==> config.mk <==
export PLATFORM = sky130hd
export DESIGN_NAME = freq_meter_flat
export DESIGN_NICKNAME = d
export VERILOG_FILES = /design/src/rtl/freq_meter_pkg.sv /design/src/rtl/freq_meter_if.sv /design/src/rtl/sync_edge_det.sv /design/src/rtl/freq_meter.sv /design/src/flat_wrapper.sv
export SDC_FILE = /design/constraint.sdc
export NUM_CORES = 1
export LEC_CHECK = 0
export CAP_MARGIN = 20
export CORE_ASPECT_RATIO = 1.4
export CORE_MARGIN = 5
export CORE_UTILIZATION = 55
export CTS_CLUSTER_DIAMETER = 150
export DETAILED_ROUTE_END_ITERATION = 8
export GPL_TIMING_DRIVEN = 0
export PLACE_DENSITY_LB_ADDON = 0.25
export SLEW_MARGIN = 20
export SYNTH_ARGS = -nofsm -noshare
export SYNTH_HDL_FRONTEND = slang
export SYNTH_HIERARCHICAL = 1
export SYNTH_SLANG_ARGS = --single-unit
export TNS_END_PERCENT = 100
==> constraint.sdc <==
create_clock -name iCLK_50 -period 5.03 [get_ports iCLK_50]
set_input_delay 0.7545 -clock iCLK_50 [delete_from_list [all_inputs] [get_ports iCLK_50]]
set_output_delay 0.7545 -clock iCLK_50 [all_outputs]
set_load 0.01 [all_outputs]
==> src/rtl/freq_meter_pkg.sv <==
// freq_meter_pkg: shared types and constants for the frequency meter.
//   state_t    - measurement FSM states
//   SIM_GATE   - gate window for simulation-scale runs (iCLK_50 cycles)
//   HW_GATE    - gate window for a 1 s hardware window at 50 MHz
//   cnt_width  - counter width needed to hold 0..n-1
package freq_meter_pkg;

    typedef enum logic {
        IDLE    = 1'b0,
        MEASURE = 1'b1
    } state_t;

    localparam int SIM_GATE = 25000;
    localparam int HW_GATE  = 50000000;

    function automatic int cnt_width(input int n);
        return (n > 2) ? $clog2(n) : 1;
    endfunction

endpackage

==> src/rtl/freq_meter_if.sv <==
// freq_meter_if: control/result bundle of the frequency meter.
//   en         - measurement enable (synchronous to iCLK_50)
//   sig_in     - signal under measurement (asynchronous)
//   freq       - rising-edge count of the last completed window
//   freq_valid - one-cycle strobe, freq updates in the same cycle
//   overflow   - last completed window saturated the edge counter
// master: the side that drives en/sig_in and consumes results.
// slave : the meter itself.
interface freq_meter_if #(
    parameter int CNT_W = 32
);
    logic             en;
    logic             sig_in;
    logic [CNT_W-1:0] freq;
    logic             freq_valid;
    logic             overflow;

    modport master (output en, sig_in, input  freq, freq_valid, overflow);
    modport slave  (input  en, sig_in, output freq, freq_valid, overflow);
endinterface

==> src/rtl/sync_edge_det.sv <==
// sync_edge_det: 2-flop synchronizer followed by a rising-edge detector.
//   iCLK_50 - sampling clock
//   rst     - asynchronous active-low reset, clears all flops
//   d       - asynchronous input
//   rise    - high for one cycle per synchronized rising edge of d
// rise appears 2-3 cycles after the pin transition.
module sync_edge_det (
    input  logic iCLK_50,
    input  logic rst,
    input  logic d,
    output logic rise
);
    logic s1, s2, s3;

    always_ff @(posedge iCLK_50 or negedge rst) begin
        if (!rst) begin
            s1 <= 1'b0;
            s2 <= 1'b0;
            s3 <= 1'b0;
        end else begin
            s1 <= d;
            s2 <= s1;
            s3 <= s2;
        end
    end

    assign rise = s2 & ~s3;
endmodule

==> src/rtl/freq_meter.sv <==
// freq_meter: counts rising edges of bus.sig_in over back-to-back gate
// windows of GATE_CYCLES iCLK_50 cycles and publishes the count.
//   iCLK_50 - 50 MHz system clock
//   rst     - asynchronous active-low reset
//   bus     - freq_meter_if slave: en, sig_in in; freq, freq_valid, overflow out
// The result of a window is staged for one cycle and published on the
// following edge, so the first strobe lands GATE_CYCLES+1 cycles after the
// edge that samples en=1 in IDLE, then every GATE_CYCLES cycles.
module freq_meter
    import freq_meter_pkg::*;
#(
    parameter int GATE_CYCLES = SIM_GATE,
    parameter int CNT_W       = 32
) (
    input  logic         iCLK_50,
    input  logic         rst,
    freq_meter_if.slave  bus
);
    localparam int               GW        = cnt_width(GATE_CYCLES);
    localparam logic [GW-1:0]    GATE_LAST = GW'(GATE_CYCLES - 1);
    localparam logic [CNT_W-1:0] CNT_MAX   = '1;

    state_t           state;
    logic [GW-1:0]    gate_cnt;
    logic [CNT_W-1:0] edge_cnt;
    logic             ovf_w;
    logic [CNT_W-1:0] res_cnt;
    logic             res_ovf;
    logic             res_vld;
    logic [CNT_W-1:0] freq_q;
    logic             freq_valid_q;
    logic             overflow_q;
    logic             rise;
    logic             sat_hit;
    logic [CNT_W-1:0] cnt_next;

    sync_edge_det u_sync (
        .iCLK_50 (iCLK_50),
        .rst     (rst),
        .d       (bus.sig_in),
        .rise    (rise)
    );

    // Saturating count including this cycle's edge; used both for the
    // running count and for the closing value so a final-cycle edge lands
    // in the window that is ending.
    assign sat_hit  = rise && (edge_cnt == CNT_MAX);
    assign cnt_next = (rise && !sat_hit) ? edge_cnt + 1'b1 : edge_cnt;

    always_ff @(posedge iCLK_50 or negedge rst) begin
        if (!rst) begin
            state        <= IDLE;
            gate_cnt     <= '0;
            edge_cnt     <= '0;
            ovf_w        <= 1'b0;
            res_cnt      <= '0;
            res_ovf      <= 1'b0;
            res_vld      <= 1'b0;
            freq_q       <= '0;
            freq_valid_q <= 1'b0;
            overflow_q   <= 1'b0;
        end else begin
            freq_valid_q <= 1'b0;
            res_vld      <= 1'b0;
            // Publish a staged result only while still measuring, so the
            // strobe never shows up in IDLE or after en drops.
            if (res_vld && state == MEASURE && bus.en) begin
                freq_q       <= res_cnt;
                overflow_q   <= res_ovf;
                freq_valid_q <= 1'b1;
            end
            case (state)
                IDLE: begin
                    gate_cnt <= '0;
                    edge_cnt <= '0;
                    ovf_w    <= 1'b0;
                    if (bus.en) state <= MEASURE;
                end
                MEASURE: begin
                    if (!bus.en) begin
                        state    <= IDLE;
                        gate_cnt <= '0;
                        edge_cnt <= '0;
                        ovf_w    <= 1'b0;
                    end else if (gate_cnt == GATE_LAST) begin
                        gate_cnt <= '0;
                        edge_cnt <= '0;
                        ovf_w    <= 1'b0;
                        res_cnt  <= cnt_next;
                        res_ovf  <= ovf_w | sat_hit;
                        res_vld  <= 1'b1;
                    end else begin
                        gate_cnt <= gate_cnt + 1'b1;
                        edge_cnt <= cnt_next;
                        ovf_w    <= ovf_w | sat_hit;
                    end
                end
                default: state <= IDLE;
            endcase
        end
    end

    assign bus.freq       = freq_q;
    assign bus.freq_valid = freq_valid_q;
    assign bus.overflow   = overflow_q;
endmodule
==> src/flat_wrapper.sv <==
// flat-port wrapper written by rule: the top's interface ports become plain ports
module freq_meter_flat import freq_meter_pkg::*;
#(
    parameter int GATE_CYCLES = SIM_GATE,
    parameter int CNT_W       = 32
)
  (iCLK_50, rst, bus_en, bus_sig_in, bus_freq, bus_freq_valid, bus_overflow);
  freq_meter_if #(.CNT_W(CNT_W)) bus_i ();
  input  logic iCLK_50;
  input  logic rst;
  input wire logic [$bits(bus_i.en)-1:0] bus_en;
  input wire logic [$bits(bus_i.sig_in)-1:0] bus_sig_in;
  output wire logic [$bits(bus_i.freq)-1:0] bus_freq;
  output wire logic [$bits(bus_i.freq_valid)-1:0] bus_freq_valid;
  output wire logic [$bits(bus_i.overflow)-1:0] bus_overflow;
  assign bus_i.en = bus_en;
  assign bus_i.sig_in = bus_sig_in;
  assign bus_freq = bus_i.freq;
  assign bus_freq_valid = bus_i.freq_valid;
  assign bus_overflow = bus_i.overflow;
  freq_meter #(.GATE_CYCLES(GATE_CYCLES), .CNT_W(CNT_W)) u_core (.iCLK_50(iCLK_50), .rst(rst), .bus(bus_i));
endmodule
Word level (Yosys, flattened, before mapping)
Index checks and enable logic that the tools add are counted.
- bits in registers: 120
- input bits: 4
- logic and storage cells: 42
- add/subtract/negate cells: 2
- eq/ne operators: 2
- muxes and demuxes: 15
- bitwise logic cells: 4
- reduce and logical (&&, ||, !) cells: 6
- operator list (operator ; count):
    2-to-1 mux 32 bit ; 3
    one-hot mux 32 bit (2 select lines) ; 1
    adder 32 x 1 -> 32 bit, second input constant ; 1
    == test 32 bit, second input constant ; 1
    2-to-1 mux 15 bit ; 2
    one-hot mux 15 bit (2 select lines) ; 1
    adder 15 x 1 -> 15 bit, second input constant ; 1
    == test 15 bit, second input constant ; 1
    2-to-1 mux 1 bit ; 7
    logical AND 1 bit ; 4
    AND reduction 3 bit ; 1
    inverter 1 bit ; 2
    one-hot mux 1 bit (2 select lines) ; 1
    AND 1 bit ; 1
    zero test 1 bit ; 1
    OR 1 bit ; 1

Depth between registers and ports, before layout
- depth in word-level cells: 9
- gate-level depth with buffers: 9

Hierarchy
The synthesis kept the hierarchy.
- by module, submodules not included (module ; instances ; cells each ; area an instance (um2)):
    freq_meter ; 1 ; 466 ; 5019.8
    sync_edge_det ; 1 ; 4 ; 88.8

Least setup slack after synthesis
Ideal clock, no wire load.
- path type: register to register
- from: reg u_core.edge_cnt[0]
- to: reg u_core.res_cnt[28]
- setup time: 82 ps
- arrival: 2057 ps
- data required time: 4948 ps
- path slack: 2891 ps
- cell stages (with the launch flop): 8
- path buffers: 1
- cells stage by stage: dfrtp_1 -> ha_1 -> nand4_2 -> or2_0 -> buf_2 -> or4_4 -> or3_1 -> a31oi_1
- longest elaborated chain between the ends: 5
- elaborated cells between the ends (all ways): 6
- classes of those cells: add/sub (1); eq/ne (1); mux (1); reduce/logical (3)
- ends and longest elaborated chain (item ; RTL line ; RTL):
    start, declared ; freq_meter.sv:25 ; logic [CNT_W-1:0] edge_cnt;
    start signal, assigned ; freq_meter.sv:94 ; edge_cnt <= cnt_next;
    parallel branches: the longest is 4 deep, another holds adder 32 x 1 -> 32 bit ; n/a ;
    2-to-1 mux 32 bit * ; freq_meter.sv:48 ; assign cnt_next = (rise && !sat_hit) ? edge_cnt + 1'b1 : edge_cnt;
    end signal, assigned ; freq_meter.sv:89 ; res_cnt <= cnt_next;
    end, declared ; freq_meter.sv:27 ; logic [CNT_W-1:0] res_cnt;
Mark *: on every way between the ends.
A chain may end at the register's enable or synchronous reset.

Worst setup path after layout
- from: reg u_core.gate_cnt[10]
- to: reg u_core.res_cnt[29]
- longest elaborated chain between the ends: 2
- ends and longest elaborated chain (item ; RTL line ; RTL):
    start, declared ; freq_meter.sv:24 ; logic [GW-1:0] gate_cnt;
    start signal, assigned ; freq_meter.sv:93 ; gate_cnt <= gate_cnt + 1'b1;
    == test 15 bit ; freq_meter.sv:85 ; end else if (gate_cnt == GATE_LAST) begin
    AND reduction 3 bit (no line) ; n/a ;
No other way between the ends.

==> flow_results.org <==
** Die
- Measured along the y axis, the die boundary spans 124 µm.
- Die Outline Area :: 11300 µm²
- After floorplanning, the core was sized to cover 9030 µm².
- The floorplan step set the die width to 91.5 µm.
- The floorplan has 41 rows.
- For this design the top-level I/O count stands at 38.
- Initial Util :: 0.566

** CTS
- Once the clock tree was built, the resizer swapped 0 gates to a different size.
- Clk sinks :: 120
- At the later pin of the worst-skew pair, clock insertion delay measures 0.41 ns.
- Number of buffers added by the clock tree synthesis step :: 17
- The clock passes through at most 2 buffers.
- In this run the post-CTS setup repair buffer count came out at 0.
- Clock root cell :: clkbuf_16
- The H-tree was split into 4 levels.
- Clock slew at reported path FFs :: 0.05 ns
- CTS hold repair buffers :: 0
- TritonCTS clock tree :: done

** Synthesis
- After synthesis, the share of flip-flops with an asynchronous set or reset is 1.00.
- Most common library cells after synthesis :: dfrtp_1 (120), nor2_1 (57), mux2_2 (33), a21oi_1 (27), o21ai_0 (27)
- The most used flip-flop cell after synthesis is dfrtp_1.
- Of the post-synthesis cell area, the dominant cell type holds 0.588.
- In this run the mean area of a mapped cell was 10.9 µm².
- The synthesized netlist occupies a cell area of 5110 µm².
- Synth warnings :: 6
- Synthesis produced a netlist with a net count of 476.
- Portion of the post-synthesis area used by sequential elements :: 0.588
- Synth area leaders :: dfrtp_1 (59%), mux2_2 (7.3%), nor2_1 (4.2%)
- The largest total area in the synthesized netlist belongs to dfrtp_1.
- Most used standard cell by instance count after synthesis :: dfrtp_1
- Synthesis inferred 120 register bits.
- After technology mapping, the gate count stands at 470.
- Counting flops with a built-in enable in the synthesized netlist gives 0.
- The synthesized netlist contains 41 unique library cells.

** Place
- Pre-CTS WS :: 2.26 ns
- Half-perimeter wire length after detailed placement :: 7870 µm
- Routability-driven placement finished with a final weighted congestion of 0.913.
- # port buffers :: 37

** Power
- Power Total :: 2270 µW
- Static leakage :: 0.00270 µW
- Power per Cell Area :: 363 nW/µm²
- Across the VDD grid, the largest voltage drop is 0.275 mV.

** Critical path
- The largest single stage delay on the critical path is 0.47 ns.
- Cell with the biggest individual delay on the critical path :: buf_1
- FF-to-FF End :: u_core/res_cnt[29]
- For the worst setup path, the data arrival time is 2.88 ns.
- Cell-by-cell trace of the critical path :: nor4b_1 -> nand4b_1 -> or2_2 -> inv_1 -> buf_2 -> buf_1 -> nor2_1 -> a31oi_1
- Crit path capture type :: flop
- Setup crit start kind :: flop
- In this run the worst path has a maximum fanout of 10.
- R2R Setup Slk :: 2.46 ns
- Path depth of the worst reg2reg path :: 8
- STA puts the critical path data required time at 5.34 ns.
- Critical path start-end classification :: flop to flop
- In this run the critical register-to-register path is launched from u_core/gate_cnt[10].

** Timing
- Final sum of negative setup slack :: 0 ns
- For the final database, setup skew stands at 0.00843 ns.
- RSZ-0062 raised after global routing :: no
- After layout, the minimum clock period comes to 2.57 ns.
- Setup violation total in the final timing report :: 0
- For the pin with the worst max-slew slack, the measured transition is 0.814 ns.
- Final setup margin :: 2.46 ns
- The final-report hold violation count came to 0.
- The final count of pins violating max slew came to 0.
- Share of the clock period used by the worst path :: 0.512
- Fmax :: 388 MHz
- Headroom to the max-slew limit came out at 0.453.

** Layout
- After filler insertion, the fill cell instance count of the layout stands at 648.
- Area overhead of the layout relative to synthesis :: 22.6%
- Diodes inserted :: 0
- At the end of the flow, the number of nets in the layout was 533.
- Fraction of final layout cells sized beyond drive strength 1 :: 0.137

** Global route
- Across every metal layer, demand over resource in global routing totals 0.223.
- Via count of the first global-routing pass :: 4001
- The first global-routing pass estimated 19600 µm of wire.
- Number of antenna violations at the first check in global routing :: 0
- Summed over all layers, the global routing overflow is 0.
- Entering global routing, the biggest net connects 80 pins.

** Routing
- DR WL/cell :: 17.6 µm
- Routed WL :: 11400 µm
- Drc violations :: 0
- Dividing the detail-routed via count by the number of cells gives 5.91.
- Vias :: 3824
- Detailed-routing iteration count for the pre-antenna-repair pass :: 5
- The detailed router finished its first iteration with 328 violations.
- Antenna Violating Nets Remaining :: 0

** Flow run
- The tool flagged a number of max-cap violations equal to 0.

** Status
- The run finished with clean final reports.

** Hold path
- The path class of the tightest hold or removal check is input pin to async pin.
metal layers:
metal	GRT usage	share of wire
met1	0.256	0.41
met4	0.117	0.026
met3	0.0471	0.035
met2	0.389	0.53
met5	0	0
how the worst max path moves through the flow:
stage                   startpoint                   to  slack [ns]  cells after the start
2_1_floorplan   u_core/edge_cnt[0]   u_core/res_cnt[28]        2.89                      7
3_3_place_gp                   rst  u_core/bus.freq[22]       -1.23                      1
3_5_place_dp                bus_en   u_core/res_cnt[29]        2.26                      8
4_1_cts        u_core/gate_cnt[10]   u_core/res_cnt[29]        2.51                      8
5_1_grt         u_core/edge_cnt[6]   u_core/res_cnt[22]        2.33                      6
6_report       u_core/gate_cnt[10]   u_core/res_cnt[29]        2.46                      8
state kept, by name, summed over array words and instances (netlist names):
| register | flops |
|---|---|
| u_core/state | 1 |
| u_core/edge_cnt | 32 |
| u_core/res_cnt | 32 |
| u_core/bus.overflow | 1 |
| u_core/u_sync/s3 | 1 |
| u_core/gate_cnt | 15 |
| u_core/res_ovf | 1 |
| u_core/ovf_w | 1 |
| u_core/u_sync/s2 | 1 |
| u_core/bus.freq | 32 |
| u_core/u_sync/s1 | 1 |
| u_core/bus.freq_valid | 1 |
| u_core/res_vld | 1 |
power by group:
part,internal [µW],switching [µW],total (µW)
combinational,7.82,28.3,36.1
sequential,970,1.87,971
clock,863,404,1270
total,1840,434,2270
area by class of cell:
type,instances,area [µm²],area share
sequential,120,3000,0.479
timing repair buffer,38,399,0.0637
tap,107,134,0.0214
inverter,8,30.0,0.00479
clock inverter,9,145,0.0232
clock buffer,23,478,0.0763
buffer,20,80.1,0.0128
multi-input combinational,322,2000,0.319
worst max-delay path: cells and delay by family (launching register included):
| family | cells | cell delay, ns |
|---|---|---|
| and+or+nand+nor | 4 | 1.09 |
| buffers and inverters | 3 | 0.76 |
| DFF | 1 | 0.42 |
| AOI/OAI and AO/OA | 1 | 0.21 |
through the flow:
step                hold slack (ns)   util  instances  area [µm²]
finish                        0.259  0.694        647        6260
floorplan                     0.331      -        470        5110
global placement              0.332  0.622        614        5610
CTS                           0.258  0.694        647        6260
global route                  0.273  0.694        647        6260
detailed placement            0.335  0.625        615        5640
placed cells by master, fill, tap and decap left out, types with 12 or more instances in the layout:
cell type and n:
mux2_2 33, nand3_1 21, o21ai_0 27, clkdlybuf4s50_1 36, a31oi_1 23, nand4_1 13, nor2_1 57, nor3_1 12
clkbuf_1 15, or3_1 23, a21oi_1 27, clkbuf_16 17, nand2_1 26, xnor2_1 13, dfrtp_1 120
cells by family (layout without fill, tap and decap cells):
group                      Yosys count  count (layout)  synth area share
and+or+nand+nor                    181             181             0.184
buffers and inverters               28              98            0.0216
DFF                                120             120             0.588
muxes                               34              34            0.0747
adders and majority gates            2               2           0.00490
xor gates and xnor gates            17              17            0.0291
AOI/OAI and AO/OA                   88              88            0.0977
Note: power is estimated with default switching activity, not from simulation.
